`config.mk`:
```
export PLATFORM = sky130hd
export DESIGN_NAME = mul_share_arbiter
export DESIGN_NICKNAME = d
export VERILOG_FILES = /design/src/rtl/mul_share_pkg.sv /design/src/rtl/mul_rr_arbiter.sv /design/src/rtl/pipelined_long_multiplier.sv /design/src/rtl/mul_share_arbiter.sv
export SDC_FILE = /design/constraint.sdc
export NUM_CORES = 1
export LEC_CHECK = 0
export ABC_AREA = 1
export BUFFER_PORTS_ARGS = -buffer_cell sky130_fd_sc_hd__clkbuf_2
export CAP_MARGIN = 20
export CORE_MARGIN = 2
export CORE_UTILIZATION = 55
export DETAILED_ROUTE_END_ITERATION = 8
export GPL_ROUTABILITY_DRIVEN = 1
export PLACE_DENSITY = 0.76
export SYNTH_ARGS = -nofsm -noshare
export SYNTH_HDL_FRONTEND = slang
export SYNTH_SLANG_ARGS = --single-unit
```
`constraint.sdc`:
```
create_clock -name clk_i -period 11.25 [get_ports clk_i]
set_input_delay 0 -clock clk_i [delete_from_list [all_inputs] [get_ports clk_i]]
set_output_delay 0 -clock clk_i [all_outputs]
set_load 0.02 [all_outputs]
```
`src/rtl/mul_share_pkg.sv`:
```
// Shared types for the multiplier-sharing arbiter: requester id and the
// response register layout (id, product, valid).
package mul_share_pkg;

  localparam int unsigned DEF_DATA_WIDTH     = 16;
  localparam int unsigned DEF_PIPELINE_DEPTH = 4;
  localparam int unsigned DEF_NUM_REQ        = 4;

  localparam int unsigned ID_WIDTH     = $clog2(DEF_NUM_REQ);
  localparam int unsigned RESULT_WIDTH = 2 * DEF_DATA_WIDTH;

  typedef logic [ID_WIDTH-1:0] id_t;

  typedef struct packed {
    id_t                     id;
    logic [RESULT_WIDTH-1:0] result;
    logic                    valid;
  } rsp_t;

endpackage

```
`src/rtl/mul_rr_arbiter.sv`:
```
// Round-robin grant: search starts at ptr_i, first requesting index wins; one-hot output.
module mul_rr_arbiter #(
  parameter int unsigned NUM_REQ   = 4,
  parameter int unsigned PTR_WIDTH = 2
) (
  input  logic [NUM_REQ-1:0]   req_i,
  input  logic [PTR_WIDTH-1:0] ptr_i,
  input  logic                 en_i,
  output logic [NUM_REQ-1:0]   grant_o
);

  logic                 found;
  logic [PTR_WIDTH-1:0] idx;

  always_comb begin
    grant_o = '0;
    found   = 1'b0;
    idx     = '0;
    if (en_i) begin
      for (int unsigned i = 0; i < NUM_REQ; i++) begin
        idx = PTR_WIDTH'((32'(ptr_i) + i) % NUM_REQ);
        if (!found && req_i[idx]) begin
          grant_o[idx] = 1'b1;
          found        = 1'b1;
        end
      end
    end
  end

endmodule

```
`src/rtl/pipelined_long_multiplier.sv`:
```
// Unsigned multiplier that folds DATA_WIDTH/PIPELINE_DEPTH bits of B per step;
// PIPELINE_DEPTH-2 register stages, final step combinational into the consumer's register.
module pipelined_long_multiplier #(
  parameter int unsigned DATA_WIDTH     = 16,
  parameter int unsigned PIPELINE_DEPTH = 4
) (
  input  logic                    clk_i,
  input  logic                    rst_n_i,
  input  logic                    clk_en_i,
  input  logic                    valid_entry_i,
  input  logic [DATA_WIDTH-1:0]   op_a_i,
  input  logic [DATA_WIDTH-1:0]   op_b_i,
  output logic                    data_valid_o,
  output logic [2*DATA_WIDTH-1:0] result_o
);

  localparam int unsigned CHUNK = DATA_WIDTH / PIPELINE_DEPTH;
  localparam int unsigned NREG  = PIPELINE_DEPTH - 2;
  localparam int unsigned RW    = 2 * DATA_WIDTH;

  typedef struct packed {
    logic                  valid;
    logic [DATA_WIDTH-1:0] a;
    logic [DATA_WIDTH-1:0] b;
    logic [RW-1:0]         acc;
  } stage_t;

  function automatic logic [RW-1:0] partial(input logic [DATA_WIDTH-1:0] a,
                                            input logic [DATA_WIDTH-1:0] b,
                                            input int unsigned k);
    logic [CHUNK-1:0] c;
    c = b[k*CHUNK +: CHUNK];
    return (RW'(a) * RW'(c)) << (k * CHUNK);
  endfunction

  logic [RW-1:0] first_acc;

  // The first two chunks share the entry step so total latency stays DEPTH-1 with the output register.
  always_comb begin
    first_acc = partial(op_a_i, op_b_i, 0) + partial(op_a_i, op_b_i, 1);
  end

  if (NREG == 0) begin : g_comb
    assign data_valid_o = valid_entry_i;
    assign result_o     = first_acc;
  end else begin : g_pipe
    stage_t st_q [NREG];

    always_ff @(posedge clk_i or negedge rst_n_i) begin
      if (!rst_n_i) begin
        for (int unsigned s = 0; s < NREG; s++) st_q[s] <= '0;
      end else if (clk_en_i) begin
        st_q[0] <= '{valid: valid_entry_i, a: op_a_i, b: op_b_i, acc: first_acc};
        for (int unsigned s = 1; s < NREG; s++) begin
          st_q[s] <= '{valid: st_q[s-1].valid,
                       a:     st_q[s-1].a,
                       b:     st_q[s-1].b,
                       acc:   st_q[s-1].acc + partial(st_q[s-1].a, st_q[s-1].b, s + 1)};
        end
      end
    end

    assign data_valid_o = st_q[NREG-1].valid;
    assign result_o     = st_q[NREG-1].acc
                        + partial(st_q[NREG-1].a, st_q[NREG-1].b, PIPELINE_DEPTH - 1);
  end

endmodule

```
`src/rtl/mul_share_arbiter.sv`:
```
// Shares one pipelined multiplier among NUM_REQ requesters with round-robin
// arbitration, id tagging and a stallable response register.
module mul_share_arbiter
  import mul_share_pkg::*;
#(
  parameter int unsigned DATA_WIDTH     = 16,
  parameter int unsigned PIPELINE_DEPTH = 4,
  parameter int unsigned NUM_REQ        = 4
) (
  input  logic                               clk_i,
  input  logic                               rst_n_i,
  input  logic [NUM_REQ-1:0]                 req_valid_i,
  output logic [NUM_REQ-1:0]                 req_ready_o,
  input  logic [NUM_REQ*DATA_WIDTH-1:0]      req_op_a_i,
  input  logic [NUM_REQ*DATA_WIDTH-1:0]      req_op_b_i,
  output logic                               rsp_valid_o,
  input  logic                               rsp_ready_i,
  output logic [$clog2(NUM_REQ)-1:0]         rsp_id_o,
  output logic [2*DATA_WIDTH-1:0]            rsp_result_o,
  output logic [$clog2(PIPELINE_DEPTH):0]    inflight_o
);

  localparam int unsigned ID_W = $clog2(NUM_REQ);
  localparam int unsigned IF_W = $clog2(PIPELINE_DEPTH) + 1;
  localparam int unsigned NTAG = PIPELINE_DEPTH - 2;

  // The response register layout comes from the shared package.
  if (DATA_WIDTH != DEF_DATA_WIDTH || NUM_REQ != DEF_NUM_REQ) begin : g_bad_cfg
    $error("mul_share_arbiter: DATA_WIDTH/NUM_REQ must match mul_share_pkg");
  end

  logic                    advance;
  logic                    req_hs;
  logic                    rsp_hs;
  logic [NUM_REQ-1:0]      grant;
  logic [ID_W-1:0]         grant_id;
  logic [ID_W-1:0]         rr_ptr_q;
  logic [DATA_WIDTH-1:0]   sel_a;
  logic [DATA_WIDTH-1:0]   sel_b;
  logic                    mult_valid;
  logic [2*DATA_WIDTH-1:0] mult_result;
  id_t                     tag_out;
  rsp_t                    rsp_q;
  logic [IF_W-1:0]         inflight_q;

  assign advance = !rsp_q.valid || rsp_ready_i;
  assign req_hs  = |grant;
  assign rsp_hs  = rsp_q.valid && rsp_ready_i;

  mul_rr_arbiter #(
    .NUM_REQ   (NUM_REQ),
    .PTR_WIDTH (ID_W)
  ) u_arb (
    .req_i   (req_valid_i),
    .ptr_i   (rr_ptr_q),
    .en_i    (advance),
    .grant_o (grant)
  );

  always_comb begin
    grant_id = '0;
    sel_a    = '0;
    sel_b    = '0;
    for (int unsigned i = 0; i < NUM_REQ; i++) begin
      if (grant[i]) begin
        grant_id = ID_W'(i);
        sel_a    = req_op_a_i[i*DATA_WIDTH +: DATA_WIDTH];
        sel_b    = req_op_b_i[i*DATA_WIDTH +: DATA_WIDTH];
      end
    end
  end

  pipelined_long_multiplier #(
    .DATA_WIDTH     (DATA_WIDTH),
    .PIPELINE_DEPTH (PIPELINE_DEPTH)
  ) u_mul (
    .clk_i         (clk_i),
    .rst_n_i       (rst_n_i),
    .clk_en_i      (advance),
    .valid_entry_i (req_hs),
    .op_a_i        (sel_a),
    .op_b_i        (sel_b),
    .data_valid_o  (mult_valid),
    .result_o      (mult_result)
  );

  // Tag stages track the multiplier's registered stages; the response register holds the last one.
  if (NTAG == 0) begin : g_tag_direct
    assign tag_out = grant_id;
  end else begin : g_tag_pipe
    id_t tag_q [NTAG];

    always_ff @(posedge clk_i or negedge rst_n_i) begin
      if (!rst_n_i) begin
        for (int unsigned s = 0; s < NTAG; s++) tag_q[s] <= '0;
      end else if (advance) begin
        tag_q[0] <= grant_id;
        for (int unsigned s = 1; s < NTAG; s++) tag_q[s] <= tag_q[s-1];
      end
    end

    assign tag_out = tag_q[NTAG-1];
  end

  always_ff @(posedge clk_i or negedge rst_n_i) begin
    if (!rst_n_i) begin
      rsp_q <= '0;
    end else if (advance) begin
      rsp_q <= '{id: tag_out, result: mult_result, valid: mult_valid};
    end
  end

  always_ff @(posedge clk_i or negedge rst_n_i) begin
    if (!rst_n_i) begin
      rr_ptr_q <= '0;
    end else if (req_hs) begin
      rr_ptr_q <= (32'(grant_id) == NUM_REQ - 1) ? '0 : grant_id + 1'b1;
    end
  end

  always_ff @(posedge clk_i or negedge rst_n_i) begin
    if (!rst_n_i) begin
      inflight_q <= '0;
    end else begin
      case ({req_hs, rsp_hs})
        2'b10:   inflight_q <= inflight_q + 1'b1;
        2'b01:   inflight_q <= inflight_q - 1'b1;
        default: inflight_q <= inflight_q;
      endcase
    end
  end

  assign req_ready_o  = grant;
  assign rsp_valid_o  = rsp_q.valid;
  assign rsp_id_o     = rsp_q.id;
  assign rsp_result_o = rsp_q.result;
  assign inflight_o   = inflight_q;

endmodule

```
==> impl_metrics.json, run 1 <==
{
  "cts_tree": "built",
  "ant_nets": 0,
  "max_cap_violations": 0,
  "outcome": "finished clean",
  "synth_area_um2": 16800,
  "hold_slack_ns": 0.0254,
  "first_pass_iters": 5,
  "use_met3_pct": 2.67,
  "slew_viol_final": 0,
  "grt_pass1_vias": 15900,
  "io_pins": 177,
  "multi_input_area_um2": 11600,
  "rsz0062_at_grt": "false",
  "synthFlopType": "dfrtp_1",
  "final.setup.tns_ns": 0,
  "antenna_found_initial": 0,
  "ys_types": 46,
  "wl_per_cell_um": 15.3,
  "final_cell_mix": "nand2_1 (861), inv_1 (325), clkbuf_2 (175), nor2_1 (147), dfrtp_1 (144)",
  "async_reset_ff_share_pct": 100,
  "place.gp.congestion": 0.936,
  "fin_crit_ns": 8.62,
  "yosysWarnings": 0,
  "layout_setup_ws_ns": 2.63,
  "diodes": 0,
  "via_per_inst": 5.40,
  "coreArea_um2": 29900,
  "grt_pass1_wl_mm": 75.1,
  "crit_slowest_cell": "nand2_2",
  "cts_max_path_buffers": 2,
  "worstSetupPathType": "flip-flop to flip-flop",
  "drc": 0,
  "row_count": 63,
  "path_clk_slew_ns": 0.07,
  "grt_usage_pct": 29.4,
  "worst_pin_slew_ns": 1.02,
  "synth_fp_nets": 2797,
  "numCtsBuffers": 17,
  "dp_hpwl_mm": 35.9,
  "path_max_fanout": 166,
  "crit_top_cell": "nand3_1",
  "arrival_ns": 8.95,
  "drtIter0Drc": 945,
  "io_buffers": 176,
  "post_cts_resized": 0,
  "hold_class": "primary input to flip-flop",
  "synth-edff-count": 0,
  "layout_commonest_cell": "nand2_1",
  "end_kind": "flip-flop",
  "met2_usage_pct": 53.1,
  "grt-busiest-layer": "met2",
  "clock_latency_ns": 0.44,
  "setup_viol": 0,
  "drive_above_1_share_pct": 11.6,
  "synth_seq_area_share_pct": 21.4,
  "syn_inst": 2390,
  "die_x_um": 179,
  "synth.avg_cell_area_um2": 7.03,
  "totalWireLength_mm": 45.2,
  "period_share_pct": 76.6,
  "timing.fmax_mhz": 116,
  "area_growth_pct": 11.2,
  "htree_levels": 4,
  "ys_ff_latch": 144,
  "ff_latch_area_um2": 3600,
  "vias": 15900,
  "worstPathRequired_ns": 11.59,
  "nFillCells": 2795,
  "final_nets": 2951,
  "use_met1_pct": 36.5,
  "clock_sinks": 144,
  "grt_max_degree": 167,
  "place_ws_ns": 2.70,
  "max_stage_delay_ns": 0.82,
  "die_area_um2": 32000,
  "slew-limit-headroom_pct": 32.2,
  "gr-total-overflow": 0,
  "hold_viol": 0,
  "root_buffer": "clkbuf_16",
  "skew_ns": 0.0121,
  "die_height_um": 179,
  "crit_path_start_kind": "flip-flop",
  "start_util_pct": 56.2
}
## critical path, delay by kind of cell, from the launching register on
kind            cells  cell delay [ns]
simple gates       16             2.76
fa+ha+maj           5             2.24
buf+inv             9             2.07
compound gates      3             0.77
flops               1             0.37
xor+xnor            1             0.20
## per-layer routing
layer / up-vias / wire length (µm)
li1: 7756 / -
met1: 7627 / 19400
met2: 459 / 22600
met3: 80 / 1790
met4: 0 / 1350
met5: - / 0
## state kept, by name, summed over array words and instances (netlist names)
| signal | flops |
|---|---|
| inflight_o | 3 |
| u_mul.g_pipe.st_q | 99 |
| tag_out | 2 |
| rsp_id_o | 2 |
| rsp_result_o | 32 |
| g_tag_pipe.tag_q | 2 |
| u_mul.data_valid_o | 1 |
| rsp_valid_o | 1 |
| rr_ptr_q | 2 |
## cell families (layout without fill, tap and decap cells)
group                    Yosys count  in the layout  share of synthesized area (%)
AND/OR/NAND/NOR                 1223           1223                           30.1
buffers and inverters            411            578                           9.84
AO/OA/AOI/OAI                    273            273                           9.11
adder cells (fa/ha/maj)          272            272                           26.1
flip-flops                       144            144                           21.4
XOR/XNOR                          67             67                           3.49
## area by class of cell
type / instances / area share (%)
multi-input cells: 1835 / 61.8
flip-flops and latches: 144 / 19.3
inverters: 345 / 6.93
repair buffers: 201 / 6.10
well taps: 390 / 2.61
clock buffers: 17 / 2.28
clock inverters: 15 / 0.978
## path summary, 6_finish.rpt
| kind | startpoint | end | slack [ns] | depth (start not counted) |
|---|---|---|---|---|
| max | rsp_valid_o | u_mul.g_pipe.st_q[87] | 2.63 | 34 |
| min | req_op_a_i[50] | u_mul.g_pipe.st_q[115] | 0.03 | 3 |
| max reg2reg | rsp_valid_o | u_mul.g_pipe.st_q[87] | 2.63 | 34 |
| min reg2reg | u_mul.g_pipe.st_q[8] | rsp_result_o[8] | 0.46 | 2 |
| max in group asynchronous | rst_n_i | u_mul.g_pipe.st_q[60] | 9.87 | 3 |
| min in group asynchronous | rst_n_i | inflight_o[0] | 0.19 | 2 |
## repair_timing
item,4_1_cts,5_1_grt
hold buffers,21,0
buffers inserted,0,0
hold endpoints to repair,102,0
## synth_stat cells, types with 3 or more instances
cell | number | area share (%)
nand2_1 | 861 | 19
inv_1 | 325 | 7.3
nor2_1 | 148 | 3.3
dfrtp_1 | 144 | 21
ha_1 | 142 | 11
fa_1 | 130 | 15
nand3_1 | 124 | 3.7
a21oi_1 | 115 | 3.4
o21ai_0 | 91 | 2.7
clkbuf_1 | 43 | 0.96
xor2_1 | 37 | 1.9
xnor2_1 | 30 | 1.6
or2_2 | 26 | 0.97
o21bai_1 | 22 | 0.98
inv_2 | 19 | 0.42
nand4_1 | 19 | 0.71
nand2_2 | 15 | 0.56
buf_6 | 12 | 0.80
a21o_1 | 10 | 0.45
buf_2 | 7 | 0.21
nand2_4 | 6 | 0.40
nand3_2 | 5 | 0.30
nor3_1 | 5 | 0.15
o211ai_1 | 5 | 0.22
o22ai_1 | 5 | 0.19
a31oi_1 | 4 | 0.15
nand3b_1 | 4 | 0.18
nor2_4 | 4 | 0.27
o21ai_1 | 4 | 0.12
o31ai_1 | 4 | 0.18
a21boi_0 | 3 | 0.13
buf_4 | 3 | 0.13
## metrics by stage
stage | utilization (%) | cell area [µm²] | instances
global placement | 59.8 | 17900 | 2894
finish | 62.6 | 18700 | 2947
floorplan | - | 16800 | 2390
global route | 62.6 | 18700 | 2947
detailed placement | 59.8 | 17900 | 2894
CTS | 62.6 | 18700 | 2947
Power of run 1 is left out: the tool's default activity adds up to more than one toggle a clock period on the data nets, which glitch-free logic cannot reach.
==> inputs of run 2 (changes only) <==
--- a/config.mk
+++ b/config.mk
@@ -12,7 +12,7 @@
 export CORE_UTILIZATION = 55
 export DETAILED_ROUTE_END_ITERATION = 8
 export GPL_ROUTABILITY_DRIVEN = 1
-export PLACE_DENSITY = 0.76
+export PLACE_DENSITY = 0.79
 export SYNTH_ARGS = -nofsm -noshare
 export SYNTH_HDL_FRONTEND = slang
 export SYNTH_SLANG_ARGS = --single-unit
==> constraint.sdc (replaced) <==
create_clock -name clk_i -period 7.5 [get_ports clk_i]
set_input_delay 0 -clock clk_i [delete_from_list [all_inputs] [get_ports clk_i]]
set_output_delay 0 -clock clk_i [all_outputs]
set_load 0.02 [all_outputs]
==> impl_metrics.json, run 2 (same netlist as run 1, synthesis figures left out) <==
{
  "root_buffer": "clkbuf_16",
  "timing.fmax_mhz": 143,
  "topRoutingLayerUsed": "met4",
  "nFillCells": 2718,
  "worstSetupPathType": "flip-flop to flip-flop",
  "wl_met2_mm": 22.8,
  "hold_class": "primary input to flip-flop",
  "fin_crit_ns": 7.02,
  "regToRegSetupSlack_ns": 0.48,
  "timing.rr.end": "u_mul.g_pipe.st_q[87]",
  "numCtsBuffers": 17,
  "grt_pass1_vias": 15800,
  "area_growth_pct": 12.5,
  "crit_path_start_kind": "flip-flop",
  "cts_max_path_buffers": 2,
  "hold_viol": 0,
  "slew-limit-headroom_pct": 36.7,
  "ant_nets": 0,
  "holdPathStages": 5,
  "arrival_ns": 7.34,
  "drtIter0Drc": 1091,
  "drc": 0,
  "grt_max_degree": 90,
  "crit_end": "u_mul.g_pipe.st_q[87]",
  "skew_ns": 0.0123,
  "final_cell_mix": "nand2_1 (861), inv_1 (324), clkbuf_2 (175), nor2_1 (147)",
  "grt_pass1_wl_mm": 74.8,
  "die_height_um": 179,
  "outcome": "finished clean",
  "instances_no_fill": 2969,
  "clock_sinks": 144,
  "via_per_inst": 5.39,
  "rr_worst_depth": 37,
  "coreArea_um2": 29900,
  "end_kind": "flip-flop",
  "met3_wirelength_mm": 1.90,
  "place.gp.congestion": 0.968,
  "grt_usage_pct": 29.4,
  "vias": 16000,
  "path_clk_slew_ns": 0.07,
  "worstPathRequired_ns": 7.83,
  "cp-startpoint": "rr_ptr_q[1]",
  "slew_viol_final": 0,
  "first_pass_iters": 6,
  "io_buffers": 176,
  "gr-total-overflow": 0,
  "io_pins": 177,
  "m1WireLength_mm": 19.4,
  "drive_above_1_share_pct": 12.9,
  "start_util_pct": 56.2,
  "totalWireLength_mm": 45.3,
  "worst_pin_slew_ns": 0.950,
  "htree_levels": 4,
  "final_area_um2": 18900,
  "max_stage_delay_ns": 0.55,
  "path_max_fanout": 16,
  "diodes": 0,
  "cts_tree": "built",
  "dp_hpwl_mm": 36.7,
  "wl_per_cell_um": 15.3,
  "rsz0062_at_grt": "false",
  "row_count": 63,
  "placed_cells": 2912,
  "largest_reg_flops": 99,
  "top_register": "u_mul.g_pipe.st_q",
  "setup_viol": 0,
  "final_nets": 2973,
  "placed_area_um2": 18000,
  "die_area_um2": 32000,
  "layout_commonest_cell": "nand2_1",
  "final.setup.tns_ns": 0,
  "reg2reg_from": "rr_ptr_q[1]",
  "max_cap_violations": 0,
  "die_x_um": 179,
  "period_share_pct": 93.5,
  "crit_slowest_cell": "fa_1",
  "clock_latency_ns": 0.44,
  "antenna_found_initial": 0
}
run 2: area by class of cell:
cell class / count / area [µm²] / share of cell area (%)
multi-input combinational: 1835 / 11600 / 61.4
sequential: 144 / 3610 / 19.1
timing repair buffer: 223 / 1300 / 6.88
inverter: 345 / 1300 / 6.87
tap: 390 / 488 / 2.58
clock buffer: 18 / 439 / 2.32
clock inverter: 14 / 166 / 0.880
run 2: stage by stage:
stage               hold WS (ns)  utilization (%)  setup slack (ns)
floorplan                 -0.296                -             0.938
global placement          0.0371             60.3             0.218
detailed placement        0.0465             60.3            0.0319
CTS                       0.0179             62.9             0.139
global route              0.0644             63.3           0.00947
finish                    0.0419             63.3             0.485
run 2: how the worst min path moves through the flow:
stage / from / to
floorplan: rst_n_i / g_tag_pipe.tag_q[2]
global placement: rst_n_i / u_mul.g_pipe.st_q[2]
detailed placement: rst_n_i / u_mul.g_pipe.st_q[2]
CTS: req_op_a_i[50] / u_mul.g_pipe.st_q[115]
global route: req_op_a_i[51] / u_mul.g_pipe.st_q[116]
finish: req_op_a_i[51] / u_mul.g_pipe.st_q[116]
run 2: worst max-delay path, delay by kind of cell, from the launching register on:
family,cells,cell delay (ns)
AO/OA/AOI/OAI,2,0.29
XOR/XNOR,1,0.28
adder cells (fa/ha/maj),6,2.50
buffers and inverters,6,0.50
flip-flops,1,0.43
AND/OR/NAND/NOR,22,2.90
run 2: what timing repair did:
item	4_1_cts	5_1_grt
hold buffers	18	1
setup endpoints to repair	1	10
gates resized for setup	1	17
buffers inserted	0	6
hold endpoints to repair	76	1
pin swaps	0	0
run 2: metal layers:
metal	vias to the layer above	track usage, %
met5	-	0
met4	0	9.38
met3	78	3.10
met2	453	53.0
met1	7667	36.7
li1	7796	-
Power of run 2 is left out for the same reason.
